File: src/rtl/hazard_stall_ctrl_if.sv
// Hazard/stall control bundle between the pipeline datapath and hazard_stall_ctrl.
// The datapath side uses modport master; the controller uses modport slave.
interface hazard_stall_ctrl_if;
    logic [4:0] D_rs;
    logic [4:0] D_rt;
    logic [1:0] D_Tuse_rs;
    logic [1:0] D_Tuse_rt;
    logic       D_is_md;
    logic [4:0] E_A3;
    logic [1:0] E_Tnew;
    logic [4:0] M_A3;
    logic [1:0] M_Tnew;
    logic       E_md_start;
    logic       E_md_div;
    logic       stall;
    logic       F_WE;
    logic       D_WE;
    logic       E_clr;
    logic       M_WE;
    logic       md_busy;

    modport master (
        output D_rs, D_rt, D_Tuse_rs, D_Tuse_rt, D_is_md,
        output E_A3, E_Tnew, M_A3, M_Tnew, E_md_start, E_md_div,
        input  stall, F_WE, D_WE, E_clr, M_WE, md_busy
    );

    modport slave (
        input  D_rs, D_rt, D_Tuse_rs, D_Tuse_rt, D_is_md,
        input  E_A3, E_Tnew, M_A3, M_Tnew, E_md_start, E_md_div,
        output stall, F_WE, D_WE, E_clr, M_WE, md_busy
    );
endinterface

File: src/rtl/hazard_stall_ctrl.sv
// Stall/flush sequencer for the 5-stage pipeline: Tuse/Tnew data hazards plus MDU busy window.
// Define HAZARD_PERF_EN to add the stall_cnt / md_stall_cnt performance counters.
module hazard_stall_ctrl #(
    parameter int unsigned MULT_CYC = 5,
    parameter int unsigned DIV_CYC  = 10,
    parameter int unsigned CNT_W    = 4
) (
    input  logic                 clk,
    input  logic                 reset,
    hazard_stall_ctrl_if.slave   hif
`ifdef HAZARD_PERF_EN
    ,
    output logic [31:0]          stall_cnt,
    output logic [31:0]          md_stall_cnt
`endif
);

    localparam logic [CNT_W-1:0] MULT_LOAD = CNT_W'(MULT_CYC);
    localparam logic [CNT_W-1:0] DIV_LOAD  = CNT_W'(DIV_CYC);

    logic [CNT_W-1:0] cnt;
    logic             md_busy;
    logic             stall_rs;
    logic             stall_rt;
    logic             stall_md;
    logic             stall;

    assign md_busy = (cnt != '0);

    // A source stalls only if its producer's result arrives later than D needs it.
    assign stall_rs = (hif.D_rs != 5'd0) &&
                      (((hif.D_rs == hif.E_A3) && (hif.E_Tnew > hif.D_Tuse_rs)) ||
                       ((hif.D_rs == hif.M_A3) && (hif.M_Tnew > hif.D_Tuse_rs)));

    assign stall_rt = (hif.D_rt != 5'd0) &&
                      (((hif.D_rt == hif.E_A3) && (hif.E_Tnew > hif.D_Tuse_rt)) ||
                       ((hif.D_rt == hif.M_A3) && (hif.M_Tnew > hif.D_Tuse_rt)));

    assign stall_md = !reset && hif.D_is_md && (md_busy || hif.E_md_start);

    assign stall = !reset && (stall_rs || stall_rt || stall_md);

    assign hif.stall   = stall;
    assign hif.F_WE    = !stall;
    assign hif.D_WE    = !stall;
    assign hif.E_clr   = stall || reset;
    assign hif.M_WE    = 1'b1;
    assign hif.md_busy = md_busy;

    // A start arriving while busy is dropped; stall_md keeps that from happening legally.
    always_ff @(posedge clk) begin
        if (reset) begin
            cnt <= '0;
        end else if (hif.E_md_start && !md_busy) begin
            cnt <= hif.E_md_div ? DIV_LOAD : MULT_LOAD;
        end else if (md_busy) begin
            cnt <= cnt - 1'b1;
        end
    end

`ifdef HAZARD_PERF_EN
    always_ff @(posedge clk) begin
        if (reset) begin
            stall_cnt    <= '0;
            md_stall_cnt <= '0;
        end else begin
            if (stall)
                stall_cnt <= stall_cnt + 32'd1;
            if (stall_md)
                md_stall_cnt <= md_stall_cnt + 32'd1;
        end
    end
`endif

endmodule

File: src/flat_wrapper.sv
// flat-port wrapper written by rule: the top's interface ports become plain ports
module hazard_stall_ctrl_flat 
#(
    parameter int unsigned MULT_CYC = 5,
    parameter int unsigned DIV_CYC  = 10,
    parameter int unsigned CNT_W    = 4
)
  (clk, reset, hif_D_rs, hif_D_rt, hif_D_Tuse_rs, hif_D_Tuse_rt, hif_D_is_md, hif_E_A3, hif_E_Tnew, hif_M_A3, hif_M_Tnew, hif_E_md_start, hif_E_md_div, hif_stall, hif_F_WE, hif_D_WE, hif_E_clr, hif_M_WE, hif_md_busy);
  hazard_stall_ctrl_if hif_i ();
  input  logic clk;
  input  logic reset;
  input wire logic [$bits(hif_i.D_rs)-1:0] hif_D_rs;
  input wire logic [$bits(hif_i.D_rt)-1:0] hif_D_rt;
  input wire logic [$bits(hif_i.D_Tuse_rs)-1:0] hif_D_Tuse_rs;
  input wire logic [$bits(hif_i.D_Tuse_rt)-1:0] hif_D_Tuse_rt;
  input wire logic [$bits(hif_i.D_is_md)-1:0] hif_D_is_md;
  input wire logic [$bits(hif_i.E_A3)-1:0] hif_E_A3;
  input wire logic [$bits(hif_i.E_Tnew)-1:0] hif_E_Tnew;
  input wire logic [$bits(hif_i.M_A3)-1:0] hif_M_A3;
  input wire logic [$bits(hif_i.M_Tnew)-1:0] hif_M_Tnew;
  input wire logic [$bits(hif_i.E_md_start)-1:0] hif_E_md_start;
  input wire logic [$bits(hif_i.E_md_div)-1:0] hif_E_md_div;
  output wire logic [$bits(hif_i.stall)-1:0] hif_stall;
  output wire logic [$bits(hif_i.F_WE)-1:0] hif_F_WE;
  output wire logic [$bits(hif_i.D_WE)-1:0] hif_D_WE;
  output wire logic [$bits(hif_i.E_clr)-1:0] hif_E_clr;
  output wire logic [$bits(hif_i.M_WE)-1:0] hif_M_WE;
  output wire logic [$bits(hif_i.md_busy)-1:0] hif_md_busy;
  assign hif_i.D_rs = hif_D_rs;
  assign hif_i.D_rt = hif_D_rt;
  assign hif_i.D_Tuse_rs = hif_D_Tuse_rs;
  assign hif_i.D_Tuse_rt = hif_D_Tuse_rt;
  assign hif_i.D_is_md = hif_D_is_md;
  assign hif_i.E_A3 = hif_E_A3;
  assign hif_i.E_Tnew = hif_E_Tnew;
  assign hif_i.M_A3 = hif_M_A3;
  assign hif_i.M_Tnew = hif_M_Tnew;
  assign hif_i.E_md_start = hif_E_md_start;
  assign hif_i.E_md_div = hif_E_md_div;
  assign hif_stall = hif_i.stall;
  assign hif_F_WE = hif_i.F_WE;
  assign hif_D_WE = hif_i.D_WE;
  assign hif_E_clr = hif_i.E_clr;
  assign hif_M_WE = hif_i.M_WE;
  assign hif_md_busy = hif_i.md_busy;
  hazard_stall_ctrl #(.MULT_CYC(MULT_CYC), .DIV_CYC(DIV_CYC), .CNT_W(CNT_W)) u_core (.clk(clk), .reset(reset), .hif(hif_i));
endmodule
File: config.mk
export PLATFORM = sky130hd
export DESIGN_NAME = hazard_stall_ctrl_flat
export DESIGN_NICKNAME = d
export VERILOG_FILES = /design/src/rtl/hazard_stall_ctrl_if.sv /design/src/rtl/hazard_stall_ctrl.sv /design/src/flat_wrapper.sv
export SDC_FILE = /design/constraint.sdc
export NUM_CORES = 1
export LEC_CHECK = 0
export CORE_ASPECT_RATIO = 1.25
export CORE_MARGIN = 5
export CORE_UTILIZATION = 37
export CTS_CLUSTER_SIZE = 24
export DETAILED_ROUTE_END_ITERATION = 10
export GPL_TIMING_DRIVEN = 0
export PLACE_DENSITY = 0.79
export SYNTH_ARGS = -nofsm -noshare
export SYNTH_HDL_FRONTEND = slang
export SYNTH_SLANG_ARGS = --single-unit
File: constraint.sdc
create_clock -name clk -period 2.6 [get_ports clk]
set_clock_uncertainty 0.15 [all_clocks]
set_input_delay 0.52 -clock clk [delete_from_list [all_inputs] [get_ports clk]]
set_output_delay 0.52 -clock clk [all_outputs]
set_load 0.05 [all_outputs]
# After elaboration in Yosys (flattened, before gate mapping)
# Cells that the tools add are included.
dict set report op_classes {
  n_reduce_logical 23
  muxes 3
  magnitude_cmp 4
  add_sub_neg 1
  eq_ne 4
}
# cell n
set ops {}
lappend ops {{5-bit == test} 4}
lappend ops {{4-bit 2-to-1 mux} 3}
lappend ops {{1-bit logical AND} 10}
lappend ops {{5-bit nonzero test} 2}
lappend ops {{2-bit greater-than comparator} 4}
lappend ops {{1-bit logical OR} 6}
lappend ops {{4-bit nonzero test} 1}
lappend ops {{4-bit by 1-bit subtractor with 4-bit output, second input constant} 1}
lappend ops {{1-bit zero test} 3}
lappend ops {{2-bit nonzero test} 1}
dict set report totals {
  wordCells 36
  out_inout_bits 6
  regBits 4
  in_bits 33
}

# Logic depth before layout (Yosys ltp)
dict set report logic_depth {
  word_depth 8
  mapped_depth 8
  mapped_depth_nobuf 7
}

# Worst setup path after synthesis
# Ideal clock, no wire load.
dict set report synth_path {
  path_type {input -> output}
  start {input port hif_D_Tuse_rs[1]}
  end {output port hif_stall}
  arrival_ps 2291
  t_required_ps 1930
  stages 7
  path_buffers 0
  setup_slack_ps -361
  cell_sequence {inv_1 ha_1 nand2_1 nand4_1 nor4_1 o22ai_1 a31oi_1}
}
dict set report synth_via {
  elab_chain_len 7
  elab_cells_between_ends 9
  cone_classes {order compare: 2; reduce/logical: 7}
}
# item line
set synth_lines {}
lappend synth_lines {{from (decl)} flat_wrapper.sv:14} ;# input wire logic [$bits(hif_i.D_Tuse_rs)-1:0] hif_D_Tuse_rs;
lappend synth_lines {{2-bit greater-than comparator (on tied branches)} {hazard_stall_ctrl.sv:32, hazard_stall_ctrl.sv:33}}
lappend synth_lines {{1-bit logical AND (on tied branches)} {hazard_stall_ctrl.sv:32, hazard_stall_ctrl.sv:33}}
lappend synth_lines {{1-bit logical OR *} hazard_stall_ctrl.sv:32} ;# (((hif.D_rs == hif.E_A3) && (hif.E_Tnew > hif.D_Tuse_rs)) ||
lappend synth_lines {{1-bit logical AND *} hazard_stall_ctrl.sv:31} ;# assign stall_rs = (hif.D_rs != 5'd0) &&
lappend synth_lines {{1-bit logical OR * (2 in a row)} hazard_stall_ctrl.sv:41} ;# assign stall = !reset && (stall_rs || stall_rt || stall_md);
lappend synth_lines {{1-bit logical AND *} hazard_stall_ctrl.sv:41}
lappend synth_lines {{to (decl)} flat_wrapper.sv:23} ;# output wire logic [$bits(hif_i.stall)-1:0] hif_stall;
# Mark *: on every way between the ends. The rest lies on a longest branch, timed or not.

# Worst setup path after layout
dict set report layout_path {
  start {input port hif_E_Tnew[1]}
  end {output port hif_F_WE}
}
dict set report layout_via {
  elab_chain_len 8
  elab_cells_between_ends 12
  cone_classes {order compare: 2; reduce/logical: 10}
}
# item line
set layout_lines {}
lappend layout_lines {{from (decl)} flat_wrapper.sv:18} ;# input wire logic [$bits(hif_i.E_Tnew)-1:0] hif_E_Tnew;
lappend layout_lines {{2-bit greater-than comparator (on tied branches)} {hazard_stall_ctrl.sv:32, hazard_stall_ctrl.sv:36}}
lappend layout_lines {{1-bit logical AND (on tied branches)} {hazard_stall_ctrl.sv:32, hazard_stall_ctrl.sv:36}}
lappend layout_lines {{1-bit logical OR (on tied branches)} {hazard_stall_ctrl.sv:32, hazard_stall_ctrl.sv:36}}
lappend layout_lines {{1-bit logical AND (on tied branches)} {hazard_stall_ctrl.sv:31, hazard_stall_ctrl.sv:35}}
lappend layout_lines {{1-bit logical OR * (2 in a row)} hazard_stall_ctrl.sv:41}
lappend layout_lines {{1-bit logical AND *} hazard_stall_ctrl.sv:41}
lappend layout_lines {{1-bit zero test *} hazard_stall_ctrl.sv:44} ;# assign hif.F_WE = !stall;
lappend layout_lines {{to (decl)} flat_wrapper.sv:24} ;# output wire logic [$bits(hif_i.F_WE)-1:0] hif_F_WE;
# Marked as above.

==> flow_summary_export.csv <==
group,metric,value,unit
outcome,status,"finished with violations",
outcome,violations,"setup timing",
cells_and_area,top_register,"u_core.cnt",
critical_path,cp-end-kind,"output port",
floorplanning,ios,39,
floorplanning,dieWidth,48.2,um
clock_network,h-tree-depth,1,
global_routing,grt_use_total,17.6,%
clock_network,cts.sink_count,4,
clock_network,clkTransAtPathRegs,0.04,ns
placement,gp_congestion,0.877,
floorplanning,die-area,0.00278,mm2
cells_and_area,reg.largest.list,"u_core.cnt x4",
critical_path,required,1.93,ns
critical_path,worstSetupStartpoint,"hif_E_Tnew[1]",
critical_path,worstReg2RegStart,"u_core.cnt[0]$_SDFFE_PP0P_",
yosys,synthTopCellsByCount,"xnor2_1, inv_1, ha_1",
critical_path,cp.arrival,1.95,ns
cells_and_area,stdcell_count,145,
yosys,synth_edf_count,0,
clock_network,clock_path_buffers,2,
clock_network,cts_root_buffer,"clkbuf_4",
sta,fin_ws,-0.0181,ns
cells_and_area,n_antenna_cell,0,
cells_and_area,largest_reg_flops,4,
global_routing,antenna_found_initial,0,
route,antenna_left,0,
route,drt_wl_total,2.30,mm
route,drt_iter0_markers,5,
sta,rsz0062_at_grt,"true",
sta,setup_viol,1,
sta,finalCriticalPeriod,2.62,ns
sta,period_share,101,%
placement,dp.cells,142,
route,dr.pass1.iters,4,
floorplanning,die_h,57.7,um
critical_path,critPathMaxFanout,3,
yosys,netlist_instances,86,
critical_path,critPathLaunchType,"input port",
run,cap_violations,0,
route,vias,780,
sta,hold_viol_final,0,
sta,fmax,382,MHz
critical_path,r2r_cells,6,
yosys,synth_area,673,um2
clock_network,cts-buffers-inserted,3,
floorplanning,coreArea,0.00174,mm2
power_and_ir_drop,power_density,473,mW/mm2
critical_path,reg2reg_to,"u_core.cnt[0]$_SDFFE_PP0P_",
global_routing,grt_pass1_wl,3.62,mm
placement,io_buffers,37,
yosys,syn_nets,129,
route,wire_per_inst,15.9,um
critical_path,criticalPathCategory,"input port to output port",
yosys,synth_top_cell_by_area,"ha_1",
route,via_per_inst,5.38,
route,drc,0,
critical_path,cpPeakStageDelay,0.29,ns
power_and_ir_drop,max-vdd-ir-drop,0.000274,V
global_routing,grt_pass1_vias,890,
placement,dpl_cell_area,0.00110,mm2
cells_and_area,area_growth,85.1,%
yosys,netlist_top_cells_area,"ha_1, xnor2_1, dfxtp_1",
clock_network,clock_latency,0.24,ns
yosys,synth.yosys.seq_area_share,11.9,%
floorplanning,placementRows,17,
yosys,synth_cell_types,21,
global_routing,grt-ovfl-total,0,
yosys,synth_ff_type,"dfxtp_1",
worst_hold_path,hold_class,"register to register",
cells_and_area,drive_gt1_share,42.9,%
yosys,synth_top_area_share,18.6,%
yosys,synth-seq-cells,4,
yosys,ys_async_sr_fraction,0,%
sta,slew_violations,0,
critical_path,crit_end,"hif_F_WE",
yosys,postSynthAreaPerCell,7.83,um2
floorplanning,initial_core_util,38.6,%
critical_path,rrSetupSlack,1.11,ns
global_routing,grt_max_degree,9,
power_and_ir_drop,p_leak,0.000484,uW
yosys,ys_warn_count,0,
critical_path,critPathSlowestCell,"nor4_2",
critical_path,path_cells,"buf_2, ha_4, a21oi_2, nor4_2, o22ai_2, a31o_4, buf_6, buf_8",
placement,dp_hpwl,1.74,mm
cells_and_area,fin_area,0.00125,mm2
cells_and_area,layout.nets,171,
yosys,yosysMostFrequentCell,"xnor2_1",
clock_network,cts_tree,"done",
[per-stage QoR]
step                      setup WS [ns]  TNS (ns)  total power (uW)  util, %  hold slack, ns
after CTS                      -0.00484  -0.00484               583     71.3           0.406
after global routing            -0.0759   -0.0759               633     71.4           0.445
after floorplan                 -0.0663   -0.0663               351        -           0.349
after global placement            -1.12     -4.21               472     63.0           0.381
after detailed placement          -1.12     -4.21               483     63.0           0.388
final                           -0.0181   -0.0181               590     71.4           0.416
[how the worst min path moves through the flow]
stage,from,endpoint,depth (start not counted)
finish,u_core.cnt[0]$_SDFFE_PP0P_,u_core.cnt[0]$_SDFFE_PP0P_,2
global route,u_core.cnt[0]$_SDFFE_PP0P_,u_core.cnt[0]$_SDFFE_PP0P_,2
CTS,u_core.cnt[0]$_SDFFE_PP0P_,u_core.cnt[0]$_SDFFE_PP0P_,2
detailed placement,u_core.cnt[0]$_SDFFE_PP0P_,u_core.cnt[0]$_SDFFE_PP0P_,2
global placement,u_core.cnt[0]$_SDFFE_PP0P_,u_core.cnt[0]$_SDFFE_PP0P_,2
floorplan,u_core.cnt[0]$_SDFFE_PP0P_,u_core.cnt[0]$_SDFFE_PP0P_,2
[kinds of logic (layout without fill, tap and decap cells)]
group,Yosys count,after routing,synth area share (%)
other,1,1,0.557
DFF,4,4,11.9
AOI/OAI and AO/OA,16,16,15.8
buffers and inverters,13,53,8.36
and+or+nand+nor,20,20,16.2
xor gates and xnor gates,22,22,28.6
adders and majority gates,10,10,18.6
[routing by layer]
metal	share of wire [%]	global-route usage (%)	routed length (um)
met3	9.8	3.11	226
met2	51	32.1	1180
met5	0	0	0
met1	37	18.6	849
met4	1.9	6.92	44
[layout make-up]
type / count / area [um2]
multi-input combinational: 69 / 742
fill: 149 / 498
timing repair buffer: 37 / 308
sequential: 4 / 80.1
inverter: 11 / 51.3
tap: 19 / 23.8
clock buffer: 3 / 22.5
buffer: 2 / 18.8
[where the power goes]
group	switching [uW]	total, uW	internal, uW
logic	234	405	171
registers	18.9	107	88.0
clock network	26.4	78.1	51.7
total	280	590	310
[worst max-delay path, delay by kind of cell]
| family | cells | cell delay, ns |
|---|---|---|
| AOI/OAI and AO/OA | 3 | 0.46 |
| buffers and inverters | 3 | 0.39 |
| and+or+nand+nor | 1 | 0.29 |
| adders and majority gates | 1 | 0.28 |
[layout by cell type, fill, tap and decap left out, drive strengths merged]
master and instances:
nand2 5, dfxtp 4, ha 10, nand4 4
a31oi 1, clkdlybuf4s50 4, a31o 1, conb 1
o22ai 2, nand4b 1, a211oi 5, nor3 1
inv 11, buf 13, clkdlybuf4s15 9, nor4 4
xnor2 14, nor2 3, xor2 8, or4 2
a21oi 6, dlygate4sd2 7, clkbuf 9, o21ai 1
[timing repair]
action	CTS	global route
pin swaps	26	1
hold buffers	0	0
setup endpoints to repair	5	3
resized for setup	118	12
setup buffers	0	0
No activity file was read; power rests on OpenSTA's default activity.
